$ cat src/rtl/lsu_mem_stage_pkg.sv
// Shared definitions for the RV32E load/store unit.
// Holds the RISC-V load/store funct3 codes, the FSM state encoding,
// the register-bus width and the unit identifier used when reporting
// an impossible FSM state.
package lsu_mem_stage_pkg;

  localparam int REG_BUS_W = 32;
  localparam int UNIT_LSU  = 3;

  // Load funct3 codes
  localparam logic [2:0] F3_LB  = 3'b000;
  localparam logic [2:0] F3_LH  = 3'b001;
  localparam logic [2:0] F3_LW  = 3'b010;
  localparam logic [2:0] F3_LBU = 3'b100;
  localparam logic [2:0] F3_LHU = 3'b101;

  // Store funct3 codes
  localparam logic [2:0] F3_SB  = 3'b000;
  localparam logic [2:0] F3_SH  = 3'b001;
  localparam logic [2:0] F3_SW  = 3'b010;

  typedef enum logic [1:0] {
    ST_IDLE = 2'd0,
    ST_REQ  = 2'd1,
    ST_WAIT = 2'd2,
    ST_RESP = 2'd3
  } lsu_state_e;

endpackage

$ cat src/rtl/lsu_mem_stage_align.sv
// lsu_align: combinational lane logic for the load/store unit.
// Ports:
//   we, funct3, off  - access kind, size code and byte offset addr[1:0]
//   wdata            - rs2 store data
//   rdata            - full memory read word
//   illegal          - access is misaligned or funct3 is not a valid load/store
//   wstrb, wdata_lane- byte strobes and lane-replicated store data (0 for loads)
//   rdata_ext        - selected and sign/zero-extended load result
module lsu_align
  import lsu_mem_stage_pkg::*;
#(
  parameter int DATA_W = 32
) (
  input  logic              we,
  input  logic [2:0]        funct3,
  input  logic [1:0]        off,
  input  logic [DATA_W-1:0] wdata,
  input  logic [DATA_W-1:0] rdata,
  output logic              illegal,
  output logic [3:0]        wstrb,
  output logic [DATA_W-1:0] wdata_lane,
  output logic [DATA_W-1:0] rdata_ext
);

  function automatic logic [DATA_W-1:0] ext8(input logic [7:0] b, input logic sgn);
    logic signed [7:0]        bs;
    logic signed [DATA_W-1:0] ws;
    bs = signed'(b);
    ws = DATA_W'(bs);
    return sgn ? ws : {{(DATA_W-8){1'b0}}, b};
  endfunction

  function automatic logic [DATA_W-1:0] ext16(input logic [15:0] h, input logic sgn);
    logic signed [15:0]       hs;
    logic signed [DATA_W-1:0] ws;
    hs = signed'(h);
    ws = DATA_W'(hs);
    return sgn ? ws : {{(DATA_W-16){1'b0}}, h};
  endfunction

  logic [7:0]  byte_sel;
  logic [15:0] half_sel;

  assign byte_sel = rdata[8*off +: 8];
  assign half_sel = rdata[16*off[1] +: 16];

  always_comb begin
    if (we) illegal = !(funct3 inside {F3_SB, F3_SH, F3_SW});
    else    illegal = funct3 inside {3'b011, 3'b110, 3'b111};
    if ((funct3 == F3_LH || funct3 == F3_LHU) && off[0]) illegal = 1'b1;
    if (funct3 == F3_LW && off != 2'b00)                 illegal = 1'b1;
  end

  always_comb begin
    wstrb      = 4'b0000;
    wdata_lane = '0;
    if (we) begin
      case (funct3)
        F3_SB: begin
          wstrb      = 4'b0001 << off;
          wdata_lane = {4{wdata[7:0]}};
        end
        F3_SH: begin
          wstrb      = 4'b0011 << off;
          wdata_lane = {2{wdata[15:0]}};
        end
        default: begin
          wstrb      = 4'b1111;
          wdata_lane = wdata;
        end
      endcase
    end
  end

  // funct3[2] distinguishes the unsigned variants (LBU/LHU)
  always_comb begin
    case (funct3)
      F3_LB, F3_LBU: rdata_ext = ext8(byte_sel, !funct3[2]);
      F3_LH, F3_LHU: rdata_ext = ext16(half_sel, !funct3[2]);
      default:       rdata_ext = rdata;
    endcase
  end

endmodule

$ cat src/rtl/lsu_mem_stage.sv
// lsu_mem_stage: RV32E load/store unit between execute and writeback.
// Accepts one access at a time, runs it over a valid/ready memory port
// and returns an extended load result or a store completion.
// Ports:
//   clk, rst                       - clock, asynchronous active-high reset
//   req_valid/req_ready, req_we,   - access request from execute
//   req_funct3, req_addr,
//   req_wdata, req_rd
//   mem_valid/mem_ready, mem_addr, - word-aligned memory request
//   mem_we, mem_wstrb, mem_wdata
//   mem_rvalid, mem_rdata          - memory read return
//   resp_valid/resp_ready,         - result towards writeback; err flags
//   resp_data, resp_rd, resp_err     misaligned or illegal accesses
module lsu_mem_stage
  import lsu_mem_stage_pkg::*;
#(
  parameter int ADDR_W = 32,
  parameter int DATA_W = 32,
  parameter int RD_W   = 4
) (
  input  logic              clk,
  input  logic              rst,
  input  logic              req_valid,
  output logic              req_ready,
  input  logic              req_we,
  input  logic [2:0]        req_funct3,
  input  logic [ADDR_W-1:0] req_addr,
  input  logic [DATA_W-1:0] req_wdata,
  input  logic [RD_W-1:0]   req_rd,
  output logic              mem_valid,
  input  logic              mem_ready,
  output logic [ADDR_W-1:0] mem_addr,
  output logic              mem_we,
  output logic [3:0]        mem_wstrb,
  output logic [DATA_W-1:0] mem_wdata,
  input  logic              mem_rvalid,
  input  logic [DATA_W-1:0] mem_rdata,
  output logic              resp_valid,
  input  logic              resp_ready,
  output logic [DATA_W-1:0] resp_data,
  output logic [RD_W-1:0]   resp_rd,
  output logic              resp_err
);

  lsu_state_e        state;
  logic [2:0]        lat_f3;
  logic [1:0]        lat_off;
  logic [RD_W-1:0]   lat_rd;

  logic [2:0]        align_f3;
  logic [1:0]        align_off;
  logic              illegal;
  logic [3:0]        lane_strb;
  logic [DATA_W-1:0] lane_wdata;
  logic [DATA_W-1:0] load_ext;

  // In IDLE the lane logic looks at the live request (legality, store lanes);
  // afterwards it looks at the latched access so WAIT can extract read data.
  assign align_f3  = (state == ST_IDLE) ? req_funct3    : lat_f3;
  assign align_off = (state == ST_IDLE) ? req_addr[1:0] : lat_off;

  lsu_align #(.DATA_W(DATA_W)) u_align (
    .we         (req_we),
    .funct3     (align_f3),
    .off        (align_off),
    .wdata      (req_wdata),
    .rdata      (mem_rdata),
    .illegal    (illegal),
    .wstrb      (lane_strb),
    .wdata_lane (lane_wdata),
    .rdata_ext  (load_ext)
  );

  // Access descriptor needed after acceptance; not part of the reset state.
  always_ff @(posedge clk) begin
    if (state == ST_IDLE && req_valid) begin
      lat_f3  <= req_funct3;
      lat_off <= req_addr[1:0];
      lat_rd  <= req_rd;
    end
  end

  always_ff @(posedge clk or posedge rst) begin
    if (rst) begin
      state      <= ST_IDLE;
      req_ready  <= 1'b1;
      mem_valid  <= 1'b0;
      mem_addr   <= '0;
      mem_we     <= 1'b0;
      mem_wstrb  <= 4'b0000;
      mem_wdata  <= '0;
      resp_valid <= 1'b0;
      resp_data  <= '0;
      resp_rd    <= '0;
      resp_err   <= 1'b0;
    end else begin
      case (state)
        ST_IDLE: begin
          if (req_valid) begin
            req_ready <= 1'b0;
            if (illegal) begin
              // Faulting access never reaches memory
              state      <= ST_RESP;
              resp_valid <= 1'b1;
              resp_err   <= 1'b1;
              resp_data  <= '0;
              resp_rd    <= req_we ? '0 : req_rd;
            end else begin
              state     <= ST_REQ;
              mem_valid <= 1'b1;
              mem_addr  <= {req_addr[ADDR_W-1:2], 2'b00};
              mem_we    <= req_we;
              mem_wstrb <= lane_strb;
              mem_wdata <= lane_wdata;
            end
          end
        end
        ST_REQ: begin
          if (mem_ready) begin
            mem_valid <= 1'b0;
            mem_addr  <= '0;
            mem_we    <= 1'b0;
            mem_wstrb <= 4'b0000;
            mem_wdata <= '0;
            if (mem_we) begin
              state      <= ST_RESP;
              resp_valid <= 1'b1;
              resp_err   <= 1'b0;
              resp_data  <= '0;
              resp_rd    <= '0;
            end else begin
              state <= ST_WAIT;
            end
          end
        end
        ST_WAIT: begin
          if (mem_rvalid) begin
            state      <= ST_RESP;
            resp_valid <= 1'b1;
            resp_err   <= 1'b0;
            resp_data  <= load_ext;
            resp_rd    <= lat_rd;
          end
        end
        ST_RESP: begin
          if (resp_ready) begin
            state      <= ST_IDLE;
            req_ready  <= 1'b1;
            resp_valid <= 1'b0;
            resp_data  <= '0;
            resp_rd    <= '0;
            resp_err   <= 1'b0;
          end
        end
        default: begin
          // Unreachable encoding (UNIT_LSU abort case): recover to IDLE
          state     <= ST_IDLE;
          req_ready <= 1'b1;
        end
      endcase
    end
  end

endmodule

$ cat config.mk
export PLATFORM = sky130hd
export DESIGN_NAME = lsu_mem_stage
export DESIGN_NICKNAME = d
export VERILOG_FILES = /design/src/rtl/lsu_mem_stage_pkg.sv /design/src/rtl/lsu_mem_stage_align.sv /design/src/rtl/lsu_mem_stage.sv
export SDC_FILE = /design/constraint.sdc
export NUM_CORES = 1
export LEC_CHECK = 0
export CAP_MARGIN = 15
export CORE_AREA = 2 2 105 132
export DETAILED_ROUTE_END_ITERATION = 16
export DIE_AREA = 0 0 107 134
export PLACE_DENSITY_LB_ADDON = 0.2
export SLEW_MARGIN = 20
export SYNTH_ARGS = -nofsm -noshare
export SYNTH_HDL_FRONTEND = slang
export SYNTH_SLANG_ARGS = --single-unit
$ cat constraint.sdc
create_clock -name clk -period 4.2 [get_ports clk]
set_clock_uncertainty 0.05 [all_clocks]
set_input_delay 0.84 -clock clk [delete_from_list [all_inputs] [get_ports clk]]
set_output_delay 0.84 -clock clk [all_outputs]
set_load 0.005 [all_outputs]
==> reports/metrics.yaml, run 1 <==
power.density_nw_per_um2: 666
place_congestion: 0.872
required_ps: 4480
wire_per_inst_um: 19.3
postCtsSetupBuffers: 0
totalWireLength_um: 17400
dp_worst_setup_slack_ps: 599
drt_iter0_drc: 198
p_leak_uw: 0.00354
fp.dieArea_um2: 14300
p_int_uw: 3660
crit_path_end_kind: "flop"
die-width_um: 107
post_synth.cell_area_avg_um2: 11.2
fin_nets: 831
clk_pin_slew_ps: 60
peakVddDrop_mv: 0.353
num_rows: 47
setup_slack_ps: 640
area_growth_pct: 51.0
crit_arrival_ps: 3840
clock-sinks: 118
yosysUniqueCellTypes: 52
clock_path_buffers: 2
ios: 219
synth_seq_cells: 118
grt_pass1_wl_um: 27300
antennaDiodeCount: 0
path_class: "flop to flop"
switching_share: 0.357
drc: 0
io_buffers: 216
fmax_mhz: 281
vias: 5047
vias_per_cell: 5.60
hp-class: "flop to flop"
synth_edf_count: 9
clk_latency_ps: 420
async_flop_share: 0.924
h-tree-depth: 4
grt_use_total: 0.245
cts_buffers: 17
seq_power_share: 0.311
cts.hold.buffers_added: 0
cts_resized: 0
core_um2: 13100
yosys.area.top_type: "dfrtp_1"
seq_area_frac_synth: 0.530
die_h_um: 134
first_pass_iters: 7
final-max-slew-violation-count: 0
drive_gt1_frac: 0.103
ys_top_cells_by_count: "dfrtp_1 (108), nor2_1 (49), a22o_1 (39), o2bb2ai_1 (35), o21ai_0 (34)"
root_buffer: "clkbuf_16"
final_cells: 901
grt_pass1_vias: 5231
period_share: 0.848
post-dp-hpwl_um: 12700
rsz0062_at_grt: "no"
synth_area_leaders: "dfrtp_1 (48%), a22o_1 (6.0%), o2bb2ai_1 (5.4%)"
cts_tree: "done"
outcome: "complete, no violations"
drv_cap: 0
placed_cells: 869
finalPower_uw: 5690
hold_ws_ps: 437
yosysWarnings: 0
start_util: 0.432
synth_most_common_cell: "dfrtp_1"
overflow: 0
dominantRegCellSynth: "dfrtp_1"
tightest_slew_ps: 1060
power_frac_comb: 0.451
tns_ps: 0
antenna_found_initial: 0
min_period_ps: 3560
synth_cells: 505
relSlewSlack: 0.294
crit_fanout: 26
startpoint_type: "flop"
setup_viol: 0
antenna_left: 0
hold_violations: 0
yosys.area.top_type_share: 0.478
synth.cell_area_um2: 5660
p_sw_uw: 2030
p_clk_frac: 0.239
grt_max_degree: 62
==> power by group through the flow <==
stage | clock [µW] | sequential, µW | combinational (µW)
2_1_floorplan | 0 | 1770 | 1350
3_3_place_gp | 0 | 1770 | 2490
3_5_place_dp | 0 | 1770 | 2570
4_1_cts | 1370 | 1770 | 2570
5_1_grt | 1430 | 1810 | 2770
6_report | 1360 | 1770 | 2560
==> registers in the layout (all words and copies together) (netlist names), 2 cells and up <==
register and flops:
lat_f3 3, lat_off 2, lat_rd 4, mem_addr 30, mem_wdata 32, mem_wstrb 4
resp_data 32, resp_rd 4, state 2
==> kinds of logic after synthesis <==
kind of cell / share of synthesized area
buffers and inverters: 0.0371
AOI/OAI and AO/OA: 0.279
muxes: 0.0595
and+or+nand+nor: 0.0845
DFF: 0.530
adders and majority gates: 0.00884
other: 0.000663
==> path summary, 6_finish.rpt <==
| path | start | end | slack (ps) | depth (start not counted) |
|---|---|---|---|---|
| worst min register to register | mem_wstrb[3] | mem_wstrb[3] | 440 | 1 |
| worst max-delay path | state[0] | resp_data[21] | 640 | 7 |
| min in group asynchronous | rst | mem_addr[25] | 860 | 2 |
| max in group asynchronous | rst | mem_addr[31] | 2450 | 3 |
| worst max register to register | state[0] | resp_data[21] | 640 | 7 |
| worst min-delay path | mem_wstrb[3] | mem_wstrb[3] | 440 | 1 |
==> cell type report <==
class | instances | area (µm²)
repair buffers | 229 | 2260
clock inverters | 15 | 131
clock buffers | 17 | 425
flip-flops and latches | 118 | 3000
well taps | 171 | 214
multi-input cells | 343 | 2480
fillers | 1042 | 4570
inverters | 8 | 32.5
==> routing by layer <==
layer | vias up | wire length (µm) | GRT usage
met2 | 212 | 8850 | 0.409
met4 | 0 | 247 | 0.0649
met5 | - | 0 | 0
met3 | 17 | 1310 | 0.0724
met1 | 2483 | 6990 | 0.312
li1 | 2335 | - | -
==> cells in the final DEF, fill, tap and decap left out, types with 7 or more instances in the layout <==
master	Yosys	routed
a21oi_1	28	28
a22o_1	39	39
buf_4	3	13
clkbuf_16	0	17
clkdlybuf4s50_1	0	216
dfrtp_1	108	108
edfxtp_1	9	9
inv_1	8	7
mux2_2	8	8
mux2i_1	21	20
nand2_1	17	17
nand3_1	10	10
nor2_1	49	49
o21ai_0	34	34
o21ai_1	14	14
o221ai_1	9	9
o2bb2ai_1	35	35
o2bb2ai_2	10	10
==> worst max-delay path, stage by stage (launching register included) <==
cell and delay (ps):
dfrtp_1 400, inv_1 130, ha_1 880, or3b_1 600, a21o_1 250, a221oi_4 450, o2111ai_4 430, o2bb2ai_2 270
==> through the flow <==
stage | cell area [µm²] | util
detailed placement | 7990 | 0.609
global route | 8540 | 0.651
floorplan | 5660 | -
global placement | 7990 | 0.609
CTS | 8540 | 0.651
finish | 8540 | 0.651
(Power assumes the default switching activity.)
==> inputs of run 2 (changes only) <==
==> constraint.sdc (replaced) <==
create_clock -name clk -period 3.5 [get_ports clk]
set_clock_uncertainty 0.05 [all_clocks]
set_input_delay 0.7 -clock clk [delete_from_list [all_inputs] [get_ports clk]]
set_output_delay 0.7 -clock clk [all_outputs]
set_load 0.005 [all_outputs]
==> run 2 against run 1 <==
  * Highest routed layer unchanged
  * Clock power rose by 31%
  * Critical endpoint is now resp_data[22]
  * Sequential cell count did not move
  * Count of clock-buffer cells in the layout did not move
  * Critical path depth did not move
  * Power rose by 24%
  * Sequential share of layout area fell by 0.42 points
  * Fmax rose by 9.8%
  * Wire length barely moved
  * Design area rose by 1.2%
  * Sequential power rose by 20%
  * Non-clock buffer count rose by 3
==> reports/metrics.yaml, run 2 (same netlist as run 1, synthesis figures left out) <==
grt_pass1_vias: 5351
use_met3: 0.0763
hold_violations: 0
ios: 219
final_cells: 904
rsz0062_at_grt: "no"
cts.hold.buffers_added: 0
clk_latency_ps: 410
wire_per_inst_um: 19.3
path_class: "flop to flop"
antenna_left: 0
setup_viol: 0
grt_pass1_wl_um: 27700
required_ps: 3770
overflow: 0
clock_path_buffers: 2
drv_cap: 0
die_h_um: 134
largestRegisters: "mem_wdata x32, resp_data x32, mem_addr x30"
p_leak_uw: 0.00358
antenna_found_initial: 0
h-tree-depth: 4
grt_max_degree: 110
layout_commonest_cell: "clkdlybuf4s50_1"
grtUsageMet2: 0.409
crit_fanout: 17
setup_slack_ps: 256
crit_arrival_ps: 3520
critPathBufInv: 1
crit_path_end_kind: "flop"
fin_nets: 834
power.density_nw_per_um2: 813
outcome: "complete, no violations"
io_buffers: 216
startpoint_type: "flop"
cts_resized: 0
tightest_slew_ps: 943
core_um2: 13100
grt_use_met1: 0.302
area_growth_pct: 52.8
vias: 5078
peakVddDrop_mv: 0.426
start_util: 0.432
cts_buffers: 17
vias_per_cell: 5.62
first_pass_iters: 5
cp_top_family: "compound AO/OA/AOI/OAI gates"
grt_use_total: 0.249
min_period_ps: 3240
cp_cell_sequence: "inv_1 > ha_1 > or3b_1 > a21o_1 > a221oi_4 > o2111ai_4 > o2bb2ai_2"
top_usage_layer: "met2"
hp-class: "flop to flop"
root_buffer: "clkbuf_16"
num_rows: 47
hold_ws_ps: 437
fmax_mhz: 308
antennaDiodeCount: 0
final-max-slew-violation-count: 0
period_share: 0.927
postCtsSetupBuffers: 0
max_stage_delay_ps: 610
post-dp-hpwl_um: 12600
totalWireLength_um: 17400
fp.dieArea_um2: 14300
die-width_um: 107
relSlewSlack: 0.370
clock-sinks: 118
final_cell_mix: "clkdlybuf4s50_1 (216), dfrtp_1 (108), nor2_1 (49)"
clk_pin_slew_ps: 60
drt_iter0_drc: 177
place_congestion: 0.904
drive_gt1_frac: 0.105
tns_ps: 0
cts_tree: "done"
crit_slowest_cell: "ha_1"
placed_cells: 871
dp_worst_setup_slack_ps: 193
drc: 0
-- run 2: report_power, final --
part           switching (µW)  internal [µW]  total [µW]
combinational            1500           1620        3130
clock                     661           1120        1780
sequential                279           1840        2120
-- run 2: through the flow --
stage,total power (µW),util,cell area [µm²]
4_1_cts,7070,0.658,8630
6_report,7030,0.659,8650
5_1_grt,7440,0.659,8650
2_1_floorplan,3750,-,5670
3_3_place_gp,5160,0.612,8030
3_5_place_dp,5260,0.612,8030
-- run 2: cell type report --
cell class / instances / area, µm²
multi-input cells: 343 / 2480
clock buffers: 17 / 425
well taps: 171 / 214
fillers: 1030 / 4470
repair buffers: 232 / 2310
inverters: 8 / 33.8
flip-flops and latches: 118 / 3000
clock inverters: 15 / 179
-- run 2: layer usage --
metal / share of wire / vias to the layer above
li1: - / 2349
met1: 0.40 / 2491
met2: 0.50 / 200
met3: 0.071 / 38
met4: 0.030 / 0
met5: 0 / -
-- run 2: path summary, 6_finish.rpt --
kind	start	end	slack, ps	cells past startpoint
max	state[0]	resp_data[22]	260	7
min	resp_data[27]	resp_data[27]	440	1
max reg2reg	state[0]	resp_data[22]	260	7
min reg2reg	resp_data[27]	resp_data[27]	440	1
max in group asynchronous	rst	mem_wdata[8]	2220	3
min in group asynchronous	rst	resp_rd[1]	740	3
